===== src/rtl/branch_resolve_pkg.sv =====
// Shared pipeline types: comparator flags, branch kinds and the branch-resolve FSM states.
package signals;

  typedef struct packed {
    logic eq;
    logic neq;
    logic lt;
    logic gt;
  } compare_t;

  typedef enum logic [2:0] {
    NONE = 3'd0,
    EQ   = 3'd1,
    NE   = 3'd2,
    LEZ  = 3'd3,
    GTZ  = 3'd4,
    LTZ  = 3'd5,
    GEZ  = 3'd6
  } branch_t;

  typedef enum logic [1:0] {
    IDLE     = 2'd0,
    SLOT     = 2'd1,
    REDIRECT = 2'd2
  } branch_state_t;

endpackage


===== src/rtl/branch_resolve_condition.sv =====
// Pure combinational branch condition: maps branch kind plus comparator flags to taken.
module branch_condition
  import signals::*;
(
  input  branch_t  i_type,
  input  compare_t i_cmp,
  output logic     o_taken
);

  // Condition decode; zero-compare forms rely on operand b being 0
  always_comb begin
    o_taken = 1'b0;
    case (i_type)
      EQ:      o_taken = i_cmp.eq;
      NE:      o_taken = i_cmp.neq;
      LEZ:     o_taken = i_cmp.lt | i_cmp.eq;
      GTZ:     o_taken = i_cmp.gt;
      LTZ:     o_taken = i_cmp.lt;
      GEZ:     o_taken = i_cmp.gt | i_cmp.eq;
      default: o_taken = 1'b0;
    endcase
  end

endmodule


===== src/rtl/branch_resolve.sv =====
// Branch resolution stage: decides taken/not-taken, sequences the delay slot,
// and issues the fetch redirect and r31 link write.
module branch_resolve
  import signals::*;
#(
  parameter int N = 32
) (
  input  logic          clk,
  input  logic          reset_n,
  input  logic          flush,
  input  logic          in_valid,
  output logic          in_ready,
  input  branch_t       in_type,
  input  logic          in_likely,
  input  logic          in_link,
  input  compare_t      in_cmp,
  input  logic [N-1:0]  in_pc,
  input  logic [N-1:0]  in_target,
  input  logic          slot_valid,
  output logic          slot_annul,
  output logic          redirect_valid,
  output logic [N-1:0]  redirect_pc,
  output logic          link_we,
  output logic [N-1:0]  link_data,
  output logic [31:0]   branch_count,
  output logic [31:0]   taken_count
);

  localparam logic [N-1:0] LINK_OFFSET = N'(4'd8);

  branch_state_t r_state;
  branch_state_t w_state_nxt;
  logic          w_taken;
  logic          w_accept;
  logic          r_taken;
  logic          r_likely;
  logic          r_link_we;
  logic [N-1:0]  r_target;
  logic [N-1:0]  r_link_data;
  logic [31:0]   r_branch_count;
  logic [31:0]   r_taken_count;

  branch_condition u_cond (
    .i_type  (in_type),
    .i_cmp   (in_cmp),
    .o_taken (w_taken)
  );

  // NONE is never a real branch, so it is not allowed to start a slot sequence
  assign w_accept = (r_state == IDLE) & in_valid & ~flush & (in_type != NONE);

  // Next-state and state-decoded outputs
  always_comb begin
    w_state_nxt    = r_state;
    in_ready       = 1'b0;
    slot_annul     = 1'b0;
    redirect_valid = 1'b0;
    redirect_pc    = {N{1'b0}};
    case (r_state)
      IDLE: begin
        in_ready = 1'b1;
        if (w_accept) begin
          w_state_nxt = SLOT;
        end else begin
          w_state_nxt = IDLE;
        end
      end
      SLOT: begin
        if (flush) begin
          w_state_nxt = IDLE;
        end else if (slot_valid) begin
          slot_annul  = r_likely & ~r_taken;
          w_state_nxt = r_taken ? REDIRECT : IDLE;
        end else begin
          w_state_nxt = SLOT;
        end
      end
      REDIRECT: begin
        w_state_nxt = IDLE;
        if (!flush) begin
          redirect_valid = 1'b1;
          redirect_pc    = r_target;
        end else begin
          redirect_valid = 1'b0;
        end
      end
      default: w_state_nxt = IDLE;
    endcase
  end

  // State register
  always_ff @(posedge clk or negedge reset_n) begin
    if (!reset_n) begin
      r_state <= IDLE;
    end else begin
      r_state <= w_state_nxt;
    end
  end

  // Branch latches, link pulse and counters
  always_ff @(posedge clk or negedge reset_n) begin
    if (!reset_n) begin
      r_taken        <= 1'b0;
      r_likely       <= 1'b0;
      r_link_we      <= 1'b0;
      r_target       <= {N{1'b0}};
      r_link_data    <= {N{1'b0}};
      r_branch_count <= 32'd0;
      r_taken_count  <= 32'd0;
    end else begin
      r_link_we <= w_accept & in_link;
      if (w_accept) begin
        r_taken        <= w_taken;
        r_likely       <= in_likely;
        r_target       <= in_target;
        r_link_data    <= in_pc + LINK_OFFSET;
        r_branch_count <= r_branch_count + 32'd1;
        if (w_taken) begin
          r_taken_count <= r_taken_count + 32'd1;
        end
      end
    end
  end

  // A flush in the cycle after accept kills the pending r31 write
  assign link_we      = r_link_we & ~flush;
  assign link_data    = r_link_data;
  assign branch_count = r_branch_count;
  assign taken_count  = r_taken_count;

endmodule


===== config.mk =====
export PLATFORM = sky130hd
export DESIGN_NAME = branch_resolve
export DESIGN_NICKNAME = d
export VERILOG_FILES = /design/src/rtl/branch_resolve_pkg.sv /design/src/rtl/branch_resolve_condition.sv /design/src/rtl/branch_resolve.sv
export SDC_FILE = /design/constraint.sdc
export NUM_CORES = 1
export LEC_CHECK = 0
export CORE_MARGIN = 2
export CORE_UTILIZATION = 46
export DETAILED_ROUTE_END_ITERATION = 10
export PLACE_DENSITY = 0.84
export SLEW_MARGIN = 20
export SYNTH_ARGS = -nofsm -noshare
export SYNTH_HDL_FRONTEND = slang
export SYNTH_SLANG_ARGS = --single-unit

===== constraint.sdc =====
create_clock -name clk -period 2.95 [get_ports clk]
set_input_delay 0.59 -clock clk [delete_from_list [all_inputs] [get_ports clk]]
set_output_delay 0.59 -clock clk [all_outputs]
set_load 0.05 [all_outputs]

## Yosys cells after proc, flatten, opt, wreduce, memory -nomap -nowiden

Cells that the tools add are included.

| storage, ports and cells | value |
|---|---|
| register bits | 133 |
| bits of input ports | 78 |

| operators by class | value |
|---|---|
| add/subtract/negate cells | 3 |
| equal/unequal tests | 8 |
| multiplexer cells | 14 |
| bitwise logic cells | 10 |
| reductions and logical operators | 3 |

Operators with widths:

| cell | count |
|---|---|
| 32-bit by 1-bit adder with 32-bit output, second input constant | 2 |
| 32-bit two-way mux | 2 |
| 32-bit by 4-bit adder with 32-bit output, second input constant | 1 |
| 3-bit equality test, second input constant | 3 |
| 1-bit two-way mux | 7 |
| 1-bit AND | 6 |
| 3-bit by 2-bit equality test with 1-bit output, second input constant | 2 |
| 2-bit two-way mux | 3 |
| 1-bit one-hot mux with 6 select lines | 1 |
| 2-bit one-hot mux with 2 select lines | 1 |
| 3-bit by 1-bit equality test with 1-bit output, second input constant | 1 |
| 3-bit nonzero test | 1 |
| 2-bit by 1-bit equality test with 1-bit output, second input constant | 1 |
| 2-bit equality test, second input constant | 1 |
| 2-bit zero test | 1 |
| 1-bit inverter | 2 |
| 1-bit OR | 2 |
| 2-bit AND reduction | 1 |

## Logic depth before layout (Yosys ltp)

Gate-level depths: netlist (run 1).

| logic depth | value |
|---|---|
| depth in word-level cells | 6 |
| gate-level depth with buffers | 6 |
| depth with buffers taken out | 6 |

## Modules after synthesis

From an unflattened synthesis (run 1), not the netlist that was laid out.

| second synthesis, totals | value |
|---|---|
| cells, all modules | 671 |
| area total of the unflattened synthesis | 6,441.2 um2 |

By module, submodules not included:

| module | times used | cells each | area each (um2) | sequential area each (um2) |
|---|---|---|---|---|
| branch_resolve | 1 | 666 | 6,389.9 | 3,328.2 |
| branch_condition | 1 | 5 | 51.3 | 0.0 |

## Least setup slack after synthesis (run 1)

No wires, ideal clock.

| timing | value |
|---|---|
| kind | input to output |
| start point | input flush |
| end point | output redirect_pc[22] |
| data arrival time | 2,088 ps |
| required time | 2,360 ps |
| path slack | 272 ps |
| stages on the path | 3 |
| buffers on the path | 1 |
| cell sequence | nor3b_1 clkbuf_1 and2_1 |

| on the way | value |
|---|---|
| word-level cells in the longest chain between the ends | 2 |

RTL lines:

| element | RTL line | RTL |
|---|---|---|
| start, declared | branch_resolve.sv:10 | `input logic flush,` |
| 32-bit two-way mux | branch_resolve.sv:80 | `if (!flush) begin` |
| 32-bit two-way mux | branch_resolve.sv:59 | `case (r_state)` |
| end, declared | branch_resolve.sv:22 | `output logic [N-1:0] redirect_pc,` |

Every way passes these cells.

## Worst setup path after layout (run 1)

| timing | value |
|---|---|
| start point | input flush |
| end point | output slot_annul |

| on the way | value |
|---|---|
| word-level cells in the longest chain between the ends | 2 |

RTL lines:

| element | RTL line | RTL |
|---|---|---|
| 1-bit two-way mux | branch_resolve.sv:69 | `if (flush) begin` |
| 1-bit two-way mux | branch_resolve.sv:59 |  |
| end, declared | branch_resolve.sv:20 | `output logic slot_annul,` |

Every way passes these cells.

==> metrics.md, run 1 <==
| Metric | Value |
|---|---|
| Filler cell count in the final layout | `941` |
| Placed cells | `1028` |
| Reg-to-Reg Start | `taken_count[9]` |
| Initial antenna violation count | `0` |
| PwrDens | `636.0 mW/mm2` |
| IO Port Bufs | `209` |
| Aggregate global routing overflow | `0` |
| Maximum clock frequency | `about 380 MHz` |
| Skew-Pair Late Insertion Delay | `410 ps` |
| # diodes | `0` |
| Worst-Margin Slew | `771.9 ps` |
| # resized after CTS | `0` |
| Critical Path Source | `flush` |
| Mapped cell area | `0.006228 mm2` |
| Routed wire length | `16360 um` |
| Core region area | `0.01324 mm2` |
| Global Route Usage Sum | `a little under a quarter` |
| Overall die area | `0.01449 mm2` |
| Dpl hpwl | `11540 um` |
| Worst IR Drop VDD | `between 0.0005 and 0.0006 V` |
| Antenna Nets Post-Route | `0` |
| Post-synthesis cell type count | `29` |
| Post-route design area | `0.009623 mm2` |
| Required time worst endpoint | `2360 ps` |
| Htree depth | `4` |
| CTS tree | `yes` |
| CP arrival | `between 2000 and 2500 ps` |
| Share of layout cells above drive strength 1 | `10.31%` |
| FP Rows | `42` |
| Cell Area, Placed | `0.008950 mm2` |
| Leakage power figure | `around 4.3 nW` |
| Clk root buf | `clkbuf_16` |
| Crit Path Max Fanout | `4` |
| Sequential area share after synthesis | `53.44%` |
| Maximum clock path buffer count | `2` |
| Min-Delay Path Class | `input pin to async pin` |
| Startpoint Class | `input pin` |
| Nets | `around 950` |
| RePlAce Congestion | `about 0.87` |
| DR WL/cell | `roughly 15 um` |
| Clock transition at path regs | `60 ps` |
| Syn Inst Count | `651` |
| Max-cap violations | `0` |
| Largest net degree at the start of global routing | `96` |
| Final Hold Fails | `0` |
| Ratio of final minimum period to clock period | `approximately 89%` |
| Outcome | `finished, final reports clean` |
| RSZ-0062 raised after global routing | `false` |
| Chip height | `120.4 um` |
| CP endpoint kind | `output port` |
| Total CTS buffers | `17` |
| Setup TNS | `0 ps` |
| Synth warnings | `0` |
| Syn Nets | `732` |
| Min Tclk post-route | `around 2600 ps` |
| Kind of critical path | `input pin to output port` |
| Via count | `5406` |
| Non-filler cells, final | `1059` |
| Starting Density | `47.03%` |
| Most common cell after layout, fill and taps aside | `nand2_1` |
| Area Growth Syn to Fin | `54.50%` |
| Vias in the first global route | `5409` |
| IO Pins | `210` |
| Iteration-0 DRC Markers | `between 300 and 400` |
| CTS sink count | `133` |
| Yosys reg bits | `133` |
| Die X-Extent | `120.4 um` |
| Final setup violation count | `0` |
| Drt first pass iters | `4` |
| DR vias/cell | `5.105` |
| Slew Limit Headroom | `48.07%` |
| Hold Buf Count CTS | `0` |
| Layout Skew | `3.918 ps` |
| DRC Markers | `0` |
| Slew Limit Fails | `0` |
| Post-CTS Setup Inserts | `0` |
| Syn avg cell area | `9.568 um2` |
| First-pass GRT wire length | `26970 um` |
| Most frequent cells in the layout | `178 x nand2_1, 173 x clkdlybuf4s50_1, 133 x dfrtp_1, 50 x xor2_1, 39 x xnor2_1` |
==> path summary, 6_finish.rpt <==
kind | slack (ps) | to | depth (start not counted)
worst min-delay path | 120 | taken_count[10] | 1
min in group clk | 460 | r_target[25] | 2
worst max register to register | 550 | taken_count[28] | 5
worst min register to register | 460 | r_target[25] | 2
worst max-delay path | 330 | slot_annul | 6
max in group asynchronous | 2130 | r_target[25] | 2
==> where the power goes <==
group / internal [W] / total [W] / switching, W
registers: 0.00207 / 0.00225 / 0.000179
clock network: 0.00165 / 0.00241 / 0.000759
logic: 0.000522 / 0.00146 / 0.000939
==> routing by layer <==
| metal | wire (um) | global-route usage (%) |
|---|---|---|
| met3 | 1282 | 8.396 |
| met4 | 346 | 8.067 |
| met1 | 6747 | 29.73 |
| met5 | 0 | 0 |
| met2 | 7981 | 37.96 |
==> layout make-up <==
| class | instances | area (um2) | share of cell area, % |
|---|---|---|---|
| timing repair buffer | 223 | 2574 | 26.75 |
| multi-input combinational | 488 | 2798 | 29.07 |
| sequential | 133 | 3328 | 34.59 |
| clock buffer | 23 | 478.0 | 4.967 |
| tap | 176 | 220.2 | 2.288 |
| inverter | 8 | 30.03 | 0.3121 |
| clock inverter | 8 | 195.2 | 2.028 |
==> metrics by stage <==
step	util [%]	total power (W)	setup WS (ps)	hold WS, ps
global placement	67.58	0.003723	201.9	448.3
detailed placement	67.58	0.003747	123.4	454.2
CTS	72.67	0.006175	309.7	131.4
global route	72.67	0.006371	162.0	158.6
floorplan	-	0.003117	271.8	294.4
finish	72.67	0.006120	329.6	118.3
==> logic make-up (layout without fill, tap and decap cells) <==
family | count (synthesis) | count (layout) | share of synthesized area, %
muxes | 2 | 2 | 0.3616
xor gates and xnor gates | 89 | 89 | 12.52
DFF | 133 | 133 | 53.44
buffers and inverters | 30 | 262 | 1.808
adders and majority gates | 3 | 3 | 0.6027
AOI/OAI and AO/OA | 32 | 32 | 2.752
and+or+nand+nor | 362 | 362 | 28.53
==> sequential cells by signal, indices dropped and copies added (netlist names) <==
signal        flops
branch_count     32
r_state           2
r_link_we         1
r_target         32
r_likely          1
taken_count      32
r_taken           1
link_data        32
==> critical path: stages <==
cell,delay (ps)
clkdlybuf4s50_1,420
buf_4,160
nor2_1,150
nand3_1,110
nor3b_1,400
buf_12,200
==> synthesized netlist by cell type <==
cell type	n	area, um2
nand2_1	179	671.9
dfrtp_1	133	3328
xor2_1	50	437.9
xnor2_1	39	341.6
nand3_1	38	190.2
and2_1	34	212.7
o21ai_0	29	145.1
nand4_1	27	168.9
nor2_1	27	101.4
clkbuf_1	22	82.58
and3_1	16	100.1
nor3_1	13	65.06
inv_1	8	30.03
nor4_1	8	50.05
and4_1	5	43.79
nor4_2	4	50.05
ha_1	3	37.54
mux2_2	2	22.52
nor2b_1	2	12.51
nor3b_1	2	15.01
nor4b_4	2	47.55
a211oi_1	1	7.510
a221o_1	1	10.01
nand4b_1	1	8.760
nor3_2	1	10.01
nor4b_1	1	8.760
o221ai_1	1	8.760
or3_1	1	6.260
or4b_4	1	13.76
No activity file was read; power rests on OpenSTA's default activity.
==> run 2, diff against run 1 <==
- CORE_UTILIZATION: 46 -> 42
- PLACE_DENSITY: 0.84 -> 0.81
- SLEW_MARGIN: 20 -> 40
- clock period: 2.95 -> 2.2 ns (I/O delays scaled with it)
==> metrics.md, run 2 (synthesized netlist as in run 1, its figures left out) <==
| Metric | Value |
|---|---|
| DRC Markers | `0` |
| Hold wc startpoint | `taken_count[31]` |
| FP Rows | `44` |
| Final Hold Fails | `0` |
| Layout Utilization | `70.51%` |
| Worst-Margin Slew | `approximately 560 ps` |
| CP endpoint kind | `register` |
| Chip height | `125.8 um` |
| Overall die area | `0.01582 mm2` |
| Initial antenna violation count | `1` |
| Total design power | `0.008317 W` |
| Iteration-0 DRC Markers | `359` |
| Worst path cell trace | `buf_6 -> or4b_4 -> nor4_4 -> nand4_1 -> nor4_2 -> xor2_1` |
| Worst Hold End | `taken_count[31]` |
| DR WL/cell | `around 16 um` |
| Worst path slowest cell | `or4b_4` |
| IO Port Bufs | `209` |
| Reg-to-Reg Start | `r_state[0]` |
| Startpoint Class | `register` |
| Fin Hold WS | `between 400 and 500 ps` |
| Largest net degree at the start of global routing | `59` |
| Htree depth | `4` |
| Die X-Extent | `125.8 um` |
| Clk root buf | `clkbuf_16` |
| Vias in the first global route | `5624` |
| CP arrival | `2600 ps` |
| Antenna Nets Post-Route | `0` |
| Worst R2R End | `taken_count[27]` |
| Min-Delay Path Class | `register to register` |
| Slew Limit Headroom | `62.37%` |
| CP delay by family, top | `simple AND/OR/NAND/NOR gates` |
| Core region area | `0.01453 mm2` |
| Crit Path Max Fanout | `5` |
| Clock transition at path regs | `60 ps` |
| Worst IR Drop VDD | `0.0006061 V` |
| Min-Delay Path Depth | `1` |
| Reg2Reg Setup Slack | `-60 ps` |
| Reg2Reg Depth | `6` |
| RePlAce Congestion | `0.8531` |
| DR vias/cell | `5.066` |
| Required time worst endpoint | `2540 ps` |
| CTS tree | `yes` |
| Failing checks | `negative setup slack` |
| CTS sink count | `133` |
| CP peak stage delay | `between 500 and 600 ps` |
| Ratio of final minimum period to clock period | `102.9%` |
| Final setup violation count | `36` |
| Nets | `between 900 and 1k` |
| First-pass GRT wire length | `28650 um` |
| Most common cell after layout, fill and taps aside | `nand2_1` |
| Most frequent cells in the layout | `176 x nand2_1, 159 x clkdlybuf4s50_1, 132 x dfrtp_1, 50 x xor2_1, 40 x buf_12` |
| Aggregate global routing overflow | `0` |
| Kind of critical path | `register to register` |
| PwrDens | `811.5 mW/mm2` |
| Total CTS buffers | `17` |
| Routed wire length | `17990 um` |
| Drt first pass iters | `4` |
| Maximum clock frequency | `441.8 MHz` |
| Skew-Pair Late Insertion Delay | `420 ps` |
| Global Route Usage Sum | `22.70%` |
| Buffers & Inverters on Critical Path | `1` |
| Reg area | `0.003329 mm2` |
| RSZ-0062 raised after global routing | `true` |
| IO Pins | `210` |
| Footprint of the multi-input gates | `roughly 0.0030 mm2` |
| Slew Limit Fails | `0` |
| Leakage power figure | `4.759 nW` |
| Place WS | `-458.9 ps` |
| Dpl hpwl | `between 10000 and 15000 um` |
| Layout Skew | `6.649 ps` |
| Outcome | `finished with violations` |
| Area Growth Syn to Fin | `64.54%` |
| # diodes | `0` |
| Via count | `5603` |
| Starting Density | `42.85%` |
| Maximum clock path buffer count | `2` |
| Max-cap violations | `0` |
| Final WS setup | `-63.36 ps` |
| Filler cell count in the final layout | `around 1.1k` |
| Min Tclk post-route | `2263 ps` |
| Share of layout cells above drive strength 1 | `19.09%` |
[run 2: changes by cell type in the layout (fill, tap and decap cells not counted), sizes merged]
cell / delta
buf: +37
clkinvlp: +2
clkdlybuf4s50: -14
clkbuf: -1
dlygate4sd3: +1
clkinv: +1
inv: +1
dlymetal6s2s: +10
dlygate4sd2: +2
[run 2: layout make-up]
| type | instances | area share (%) |
|---|---|---|
| flip-flops and latches | 133 | 32.49 |
| inverters | 8 | 0.2930 |
| clock buffers | 20 | 4.456 |
| well taps | 184 | 2.246 |
| repair buffers | 261 | 29.41 |
| multi-input cells | 488 | 28.92 |
| clock inverters | 12 | 2.185 |
[run 2: worst max path at each step]
stage,startpoint,to,slack [ps],depth (start not counted)
2_1_floorplan,taken_count[10],taken_count[23],10,5
6_report,r_state[0],taken_count[27],-60,6
4_1_cts,r_state[0],redirect_pc[12],-30,6
3_5_place_dp,flush,taken_count[15],-460,7
5_1_grt,r_state[0],taken_count[15],-130,7
3_3_place_gp,flush,taken_count[15],-360,7
[run 2: per-layer routing]
metal / wire length [um] / track usage [%] / up-vias
li1: - / - / 2692
met4: 379 / 8.791 / 2
met2: 9037 / 37.65 / 216
met5: 12 / 0 / -
met1: 7201 / 27.41 / 2664
met3: 1361 / 7.774 / 29
[run 2: stage by stage]
stage                     std cells  TNS, ps  cell area, um2
after global placement         1065   -17820            9209
after global routing           1106    -3681           10250
after CTS                      1102   -485.2           10090
final                          1106   -730.8           10250
after floorplan                 651        0            6236
after detailed placement       1065   -25730            9209
[run 2: what timing repair did]
action	4_1_cts	5_1_grt
gates resized for setup	41	25
buffers inserted	2	2
gates cloned	2	2
hold endpoints to repair	34	0
hold buffers	1	0
pin swaps	16	24
setup endpoints to repair	34	69
[run 2: power breakdown]
part | internal, W | leakage, nW | switching, W
clock | 0.00219 | 0.319 | 0.00108
sequential | 0.00278 | 1.72 | 0.000260
combinational | 0.000728 | 2.72 | 0.00128
